### src/rtl/byte_unpacker.sv
// byte_unpacker: sequential PDP-10 byte-pointer unpacker.
// Takes one WORD_W-bit word with a byte pointer (P, S). It then emits one
// right-justified, zero-filled byte per handshake. The walk goes from the
// pointer position toward the LSB, using ILDB increment semantics.
//   clk, rst_n          : clock, synchronous active-low reset
//   in_valid/in_ready   : word + pointer handshake (accepted only in IDLE)
//   in_word, in_p, in_s : word (bit 0 = MSB), pointer P and size S
//   out_valid/out_ready : byte handshake
//   out_byte/out_p      : extracted byte and the P value it was taken from
//   out_last            : no further byte fits in the word
//   err                 : one-cycle pulse on illegal S (0 or > WORD_W)
//   busy                : state is not IDLE
module byte_unpacker #(
  parameter int WORD_W = 36,
  parameter int PS_W   = 6
) (
  input  logic            clk,
  input  logic            rst_n,
  input  logic            in_valid,
  output logic            in_ready,
  input  logic [0:WORD_W-1] in_word,
  input  logic [0:PS_W-1]   in_p,
  input  logic [0:PS_W-1]   in_s,
  output logic            out_valid,
  input  logic            out_ready,
  output logic [0:WORD_W-1] out_byte,
  output logic [0:PS_W-1]   out_p,
  output logic            out_last,
  output logic            err,
  output logic            busy
);
  // One extra bit so that an underflow of P - S shows up in the top bit.
  localparam int PW = PS_W + 1;
  localparam int MW = WORD_W + 1;

  typedef enum logic [1:0] {IDLE, EMIT, ERR} state_t;

  state_t              state_q, state_d;
  logic [WORD_W-1:0]   word_q, word_d;
  logic [PS_W-1:0]     s_q, s_d;
  logic [PW-1:0]       pc_q, pc_d;
  logic                out_valid_q, out_valid_d;
  logic [WORD_W-1:0]   out_byte_q, out_byte_d;
  logic [PS_W-1:0]     out_p_q, out_p_d;
  logic                out_last_q, out_last_d;
  logic                err_q, err_d;

  logic [PW-1:0]       p_ext, s_ext, diff, start_pc, next_pc;
  logic                s_ok;

  // (word >> pc) masked to s bits. A shift can only bring in zeros from the
  // left, so byte bits lying left of word bit 0 (pc + s > WORD_W) read as 0.
  function automatic logic [WORD_W-1:0] extract(input logic [WORD_W-1:0] w,
                                                input logic [PW-1:0] pc,
                                                input logic [PS_W-1:0] s);
    logic [MW-1:0] mask;
    mask = (MW'(1) << s) - MW'(1);
    return (w >> pc) & mask[WORD_W-1:0];
  endfunction

  always_comb begin
    p_ext    = {1'b0, in_p};
    s_ext    = {1'b0, in_s};
    s_ok     = (in_s != '0) && (s_ext <= PW'(WORD_W));
    diff     = p_ext - s_ext;
    // A negative P - S means the pointer is "before" the word: restart at its top.
    start_pc = diff[PW-1] ? (PW'(WORD_W) - s_ext) : diff;
    next_pc  = pc_q - {1'b0, s_q};

    state_d     = state_q;
    word_d      = word_q;
    s_d         = s_q;
    pc_d        = pc_q;
    out_valid_d = out_valid_q;
    out_byte_d  = out_byte_q;
    out_p_d     = out_p_q;
    out_last_d  = out_last_q;
    err_d       = 1'b0;

    case (state_q)
      IDLE: begin
        if (in_valid) begin
          if (s_ok) begin
            state_d     = EMIT;
            word_d      = in_word;
            s_d         = in_s;
            pc_d        = start_pc;
            out_valid_d = 1'b1;
            out_byte_d  = extract(in_word, start_pc, in_s);
            out_p_d     = start_pc[PS_W-1:0];
            out_last_d  = (start_pc < s_ext);
          end else begin
            state_d = ERR;
            err_d   = 1'b1;
          end
        end
      end
      EMIT: begin
        if (out_ready) begin
          if (out_last_q) begin
            state_d     = IDLE;
            out_valid_d = 1'b0;
            out_byte_d  = '0;
            out_p_d     = '0;
            out_last_d  = 1'b0;
          end else begin
            // Not last guarantees pc_q >= s_q, so next_pc cannot underflow.
            pc_d       = next_pc;
            out_byte_d = extract(word_q, next_pc, s_q);
            out_p_d    = next_pc[PS_W-1:0];
            out_last_d = (next_pc < {1'b0, s_q});
          end
        end
      end
      ERR: begin
        state_d = IDLE;
      end
      default: begin
        state_d = IDLE;
      end
    endcase
  end

  always_ff @(posedge clk) begin
    if (!rst_n) begin
      state_q     <= IDLE;
      word_q      <= '0;
      s_q         <= '0;
      pc_q        <= '0;
      out_valid_q <= 1'b0;
      out_byte_q  <= '0;
      out_p_q     <= '0;
      out_last_q  <= 1'b0;
      err_q       <= 1'b0;
    end else begin
      state_q     <= state_d;
      word_q      <= word_d;
      s_q         <= s_d;
      pc_q        <= pc_d;
      out_valid_q <= out_valid_d;
      out_byte_q  <= out_byte_d;
      out_p_q     <= out_p_d;
      out_last_q  <= out_last_d;
      err_q       <= err_d;
    end
  end

  assign in_ready  = (state_q == IDLE);
  assign busy      = (state_q != IDLE);
  assign out_valid = out_valid_q;
  assign out_byte  = out_byte_q;
  assign out_p     = out_p_q;
  assign out_last  = out_last_q;
  assign err       = err_q;

endmodule

### config.mk
export PLATFORM = sky130hd
export DESIGN_NAME = byte_unpacker
export DESIGN_NICKNAME = d
export VERILOG_FILES = /design/src/rtl/byte_unpacker.sv
export SDC_FILE = /design/constraint.sdc
export NUM_CORES = 1
export LEC_CHECK = 0
export BUFFER_PORTS_ARGS = -buffer_cell sky130_fd_sc_hd__buf_2
export CORE_MARGIN = 2
export CORE_UTILIZATION = 50
export CTS_BUF_LIST = sky130_fd_sc_hd__clkbuf_8 sky130_fd_sc_hd__clkbuf_16
export CTS_CLUSTER_SIZE = 8
export DETAILED_ROUTE_END_ITERATION = 12
export HOLD_SLACK_MARGIN = 0.06
export PLACE_DENSITY_LB_ADDON = 0.05
export SYNTH_ARGS = -nofsm -noshare
export SYNTH_HDL_FRONTEND = slang
export SYNTH_SLANG_ARGS = --single-unit
export TNS_END_PERCENT = 100
### constraint.sdc
create_clock -name clk -period 4.1 [get_ports clk]
set_input_delay 0.82 -clock clk [delete_from_list [all_inputs] [get_ports clk]]
set_output_delay 0.82 -clock clk [all_outputs]
set_load 0.005 [all_outputs]
Yosys cells after proc, flatten, opt, wreduce, memory -nomap -nowiden
Cells that the tools add are included.
{ "totals": {"register_bits": 96, "inputBits": 52, "wordCells": 72} }
{ "op_classes": {"order_cmp": 3, "n_shift": 4, "n_bitwise": 2, "n_addsub": 5, "n_reduce_logical": 11, "n_eq_ne": 6, "muxes": 32} }
{ "op_table": {"columns": ["cell", "n"], "rows": [
  ["$mux W36", 4],
  ["$and A36 B36 Y36", 2],
  ["$pmux W36 S2", 1],
  ["$shl A1 B6 Y36 const A", 2],
  ["$shr A36 B7 Y36", 2],
  ["$sub A36 B2 Y36 const B", 2],
  ["$mux W7", 5],
  ["$mux W6", 4],
  ["$lt A7 B6 Y1", 2],
  ["$pmux W7 S2", 1],
  ["$pmux W6 S2", 1],
  ["$reduce_and A5 Y1", 2],
  ["$mux W1", 9],
  ["$reduce_and A3 Y1", 3],
  ["$mux W2", 4],
  ["$ne A2 B2 Y1 const B", 4],
  ["$sub A6 B6 Y7", 1],
  ["$sub A6 B6 Y7 const A", 1],
  ["$sub A7 B6 Y7", 1],
  ["$le A6 B6 Y1 const B", 1],
  ["$reduce_bool A6 Y1", 1],
  ["$pmux W1 S2", 2],
  ["$pmux W2 S2", 1],
  ["$reduce_and A4 Y1", 1],
  ["5 further kinds", 6]
]} }

Logic depth before layout (Yosys ltp)
{ "depth": {"word_depth": 7, "mapped_depth": 18} }

Worst setup path after synthesis
OpenSTA, ideal clock, no wires.
{ "synth_timing": {"path_kind": "input-to-reg", "from": "in in_s[5] (netlist name)", "to": "reg out_byte_q[14], in the netlist out_byte[21]", "cell_stages": 17, "path_slack_ns": -0.144, "arrival_time_ns": 4.125, "cell_sequence": "clkbuf_1 > inv_1 > buf_2 > buf_2 > buf_1 > ha_1 > ha_1 > clkbuf_1 > nor2b_1 > nand2_1 > ha_1 > o311a_1 > o21ai_0 > mux2i_1 > nor2b_1 > o221a_1 > o221a_2"} }
{ "synth_via": {"elab_chain_len": 7, "word_cells_on_any_way": 15} }
{ "synth_lines": {"columns": ["item", "line", "source"], "rows": [
  ["from (decl)", "23", "input logic [0:PS_W-1] in_s,"],
  ["$sub A6 B6 Y7 (on tied branches)", "65, 67", null],
  ["$mux W7", "67", "start_pc = diff[PW-1] ? (PW'(WORD_W) - s_ext) : diff;"],
  ["$shr A36 B7 Y36", "58", "return (w >> pc) & mask[WORD_W-1:0];"],
  ["$and A36 B36 Y36", "58", null],
  ["$mux W36", "83", "if (s_ok) begin"],
  ["$mux W36", "82", "if (in_valid) begin"],
  ["$pmux W36 S2", "80", "case (state_q)"],
  ["to (signal assigned)", "141", "out_byte_q <= out_byte_d;"],
  ["to (decl)", "43", "logic [WORD_W-1:0] out_byte_q, out_byte_d;"]
]} }
Several ways; a longest one is shown, not always the timed one. The select of a mux whose other input is x is not followed.
A chain may end at the register's enable or synchronous reset.

Final worst setup path
{ "layout_timing": {"from": "in in_p[5] (netlist name)", "to": "reg out_byte_q[13], in the netlist out_byte[22]"} }
{ "layout_via": {"elab_chain_len": 7} }
{ "layout_lines": {"columns": ["item", "line", "source"], "rows": [
  ["from (decl)", "22", "input logic [0:PS_W-1] in_p,"],
  ["$sub A6 B6 Y7", "65", "diff = p_ext - s_ext;"],
  ["$mux W7", "67", null],
  ["$shr A36 B7 Y36", "58", null],
  ["$and A36 B36 Y36", "58", null],
  ["$mux W36", "83", null],
  ["$mux W36", "82", null],
  ["$pmux W36 S2", "80", null]
]} }
Every way passes these cells. The select of a mux whose other input is x is not followed.

==> results.sh <==
export IMPL_yosys_cell_types_count=87
export IMPL_p_leak_nw=5.50
export IMPL_worstSetupPathType="in -> reg"
export IMPL_die_h_um=152
export IMPL_post_cts_setup_buffers=0
export IMPL_die_x_um=152
export IMPL_multiInputGateArea_mm2=0.00835
export IMPL_crit_path_end_kind="flop"
export IMPL_numCtsBuffers=9
export IMPL_ant_nets=0
export IMPL_r2r_start="pc_q[0]"
export IMPL_grt_pass1_vias=11700
export IMPL_fin_util=0.598
export IMPL_grt_busiest_layer="met2"
export IMPL_clockBufferDepth=2
export IMPL_critPathLaunchType="input pin"
export IMPL_slew_viol_final=0
export IMPL_wirelength_um=46400
export IMPL_yosysSeqAreaShare=0.176
export IMPL_crit_required_ns=4.38
export IMPL_cts_sinks=96
export IMPL_htreeDepth=3
export IMPL_clock_root_buffer="clkbuf_16"
export IMPL_holdWs_ns=0.450
export IMPL_syn_nets=1637
export IMPL_instances_no_fill=1989
export IMPL_relSlewSlack=0.367
export IMPL_power_mw=5.10
export IMPL_status="completed"
export IMPL_first_pass_iters=6
export IMPL_post_cts_resized=0
export IMPL_nNetsFinal=1789
export IMPL_synth_area_leaders="dfxtp_1, nand2_1, mux2i_1"
export IMPL_met3_usage=0.0710
export IMPL_tightest_slew_ns=0.950
export IMPL_synth_flop_cell="dfxtp_1"
export IMPL_ys_ff_latch=96
export IMPL_yosysMostFrequentCell="nand2_1"
export IMPL_cpPeakStageDelay_ns=0.37
export IMPL_cap_violations=0
export IMPL_via_per_inst=6.62
export IMPL_drt_iter0_drc=1845
export IMPL_grt_antenna_before_repair=1
export IMPL_fin_crit_ns=3.93
export IMPL_max_freq_ghz=0.255
export IMPL_worst_slack_ns=0.174
export IMPL_finalHoldViolCount=0
export IMPL_clk_latency_ns=0.36
export IMPL_grt_met2_usage=0.608
export IMPL_numPortBuffers=98
export IMPL_r2r_slack_ns=0.23
export IMPL_crit_slowest_cell="mux2i_1"
export IMPL_r2r_end="out_byte[25]"
export IMPL_core_mm2=0.0216
export IMPL_rsz0062_at_grt="false"
export IMPL_gr_usage_all_layers=0.399
export IMPL_grt_pass1_wl_um=70000
export IMPL_cp_data_arrival_time_ns=4.21
export IMPL_syn_avg_cell_area_um2=7.04
export IMPL_crit_chain="buf_2 -> inv_1 -> ha_1 -> inv_1 -> fa_1 -> a21o_1 -> nand4_1 -> buf_4 -> and3_1 -> nor2_2 -> buf_4 -> buf_12 -> mux2_2 -> mux2i_1 -> a222oi_1 -> nand3b_1 -> a31oi_1"
export IMPL_netlist_top_cell_by_area="dfxtp_1"
export IMPL_routedWlPerCell_um=23.3
export IMPL_synth_common_cells="nand2_1, a21oi_1, nor2_1"
export IMPL_gp_congestion=1.08
export IMPL_pre_cts_slack_ns=-0.0750
export IMPL_grt_use_met1=0.566
export IMPL_reg2reg_depth=15
export IMPL_grt_start_max_net_pins=65
export IMPL_holdPathStages=2
export IMPL_drive_gt1_frac=0.209
export IMPL_vdd_drop_max_mv=0.220
export IMPL_min_from="out_p[0]"
export IMPL_fillers=2135
export IMPL_cts_tree="done"
export IMPL_final_area_mm2=0.0129
export IMPL_antenna_cells=0
export IMPL_overflow=0
export IMPL_setup_tns_ns=0
export IMPL_skew_ns=0.0110
export IMPL_post_route_period_util=0.957
export IMPL_setup_violations=0
export IMPL_start_util=0.505
export IMPL_hpwlAfterDp_um=36200
export IMPL_rows=54
export IMPL_crit_fanout=8
export IMPL_synth_warning_count=0
export IMPL_hold_path_class="reg -> reg"
export IMPL_syn_area_mm2=0.0109
export IMPL_ios=99
export IMPL_area_growth_pct=18.4
export IMPL_drc=0
export IMPL_min_to="out_p[0]"
export IMPL_die_area_mm2=0.0230
export IMPL_dpl_cell_area_mm2=0.0126
export IMPL_p_per_area_mw_per_mm2=394
export IMPL_seq_area_mm2=0.00192
export IMPL_ys_async_sr_fraction=0
export IMPL_hold_buffers=0
export IMPL_synth_top_area_share=0.176
export IMPL_syn_inst=1552
export IMPL_synth_edf_count=0
export IMPL_dp_cells=1973
export IMPL_clk_pin_slew_worst_paths_ns=0.08
export IMPL_vias=13200
[area by class of cell]
type | instances | area share
Clock inverter | 6 | 0.00484
Clock buffer | 10 | 0.0185
Multi-Input combinational cell | 1295 | 0.646
Sequential cell | 96 | 0.149
Tap cell | 280 | 0.0271
Timing Repair Buffer | 268 | 0.145
Inverter | 34 | 0.00987
[state kept, by name, indices dropped and copies added (netlist names)]
| name | cells |
|---|---|
| out_byte | 36 |
| word_q | 36 |
| pc_q | 7 |
| out_valid | 1 |
| s_q | 6 |
| state_q | 2 |
| out_p | 6 |
| out_last | 1 |
| err | 1 |
[layout by cell type (no fill, tap or decap), types with 26 or more instances in the layout]
cell type / n
nand2_1: 296
buf_4: 161
a21oi_1: 141
buf_2: 98
nor2_1: 97
dfxtp_1: 96
o21ai_0: 81
mux2i_1: 78
nor3_1: 55
a22oi_1: 43
nand2b_1: 41
a31oi_1: 30
ha_1: 30
inv_1: 27
nand3_1: 26
[critical path, delay by kind of cell]
| kind | cells | cell delay [ns] |
|---|---|---|
| multiplexers | 2 | 0.71 |
| AO/OA/AOI/OAI | 3 | 0.53 |
| adder cells (fa/ha/maj) | 2 | 0.41 |
| AND/OR/NAND/NOR | 4 | 0.95 |
| buffers and inverters | 6 | 0.79 |
[layer usage]
metal / wire length [um] / vias to the layer above
met5: 0 / -
met4: 1760 / 0
met3: 4850 / 119
met2: 20100 / 846
met1: 19700 / 6129
li1: - / 6070
[cells by family after synthesis]
kind of cell	Yosys count	share of synthesized area
AND/OR/NAND/NOR	611	0.255
AO/OA/AOI/OAI	513	0.318
buffers and inverters	161	0.0630
multiplexers	114	0.129
flip-flops	96	0.176
adder cells (fa/ha/maj)	33	0.0392
XOR/XNOR	24	0.0206
[power by group]
| group | switching [mW] | internal [mW] | leakage (nW) |
|---|---|---|---|
| logic | 1.92 | 1.22 | 4.57 |
| clock network | 0.437 | 0.444 | 0.148 |
| registers | 0.0666 | 1.01 | 0.785 |
[how the worst max path moves through the flow]
stage / to / depth (start not counted) / slack [ns] / start
finish: out_byte[22] / 17 / 0.17 / in_p[5]
detailed placement: out_byte[12] / 16 / -0.08 / in_p[5]
floorplan: out_byte[5] / 18 / 0.05 / in_s[5]
global route: out_byte[33] / 18 / 0.004 / in_p[5]
CTS: out_byte[2] / 14 / 0.25 / pc_q[0]
global placement: out_byte[21] / 17 / -0.006 / in_p[5]
No activity file was read; power rests on OpenSTA's default activity.
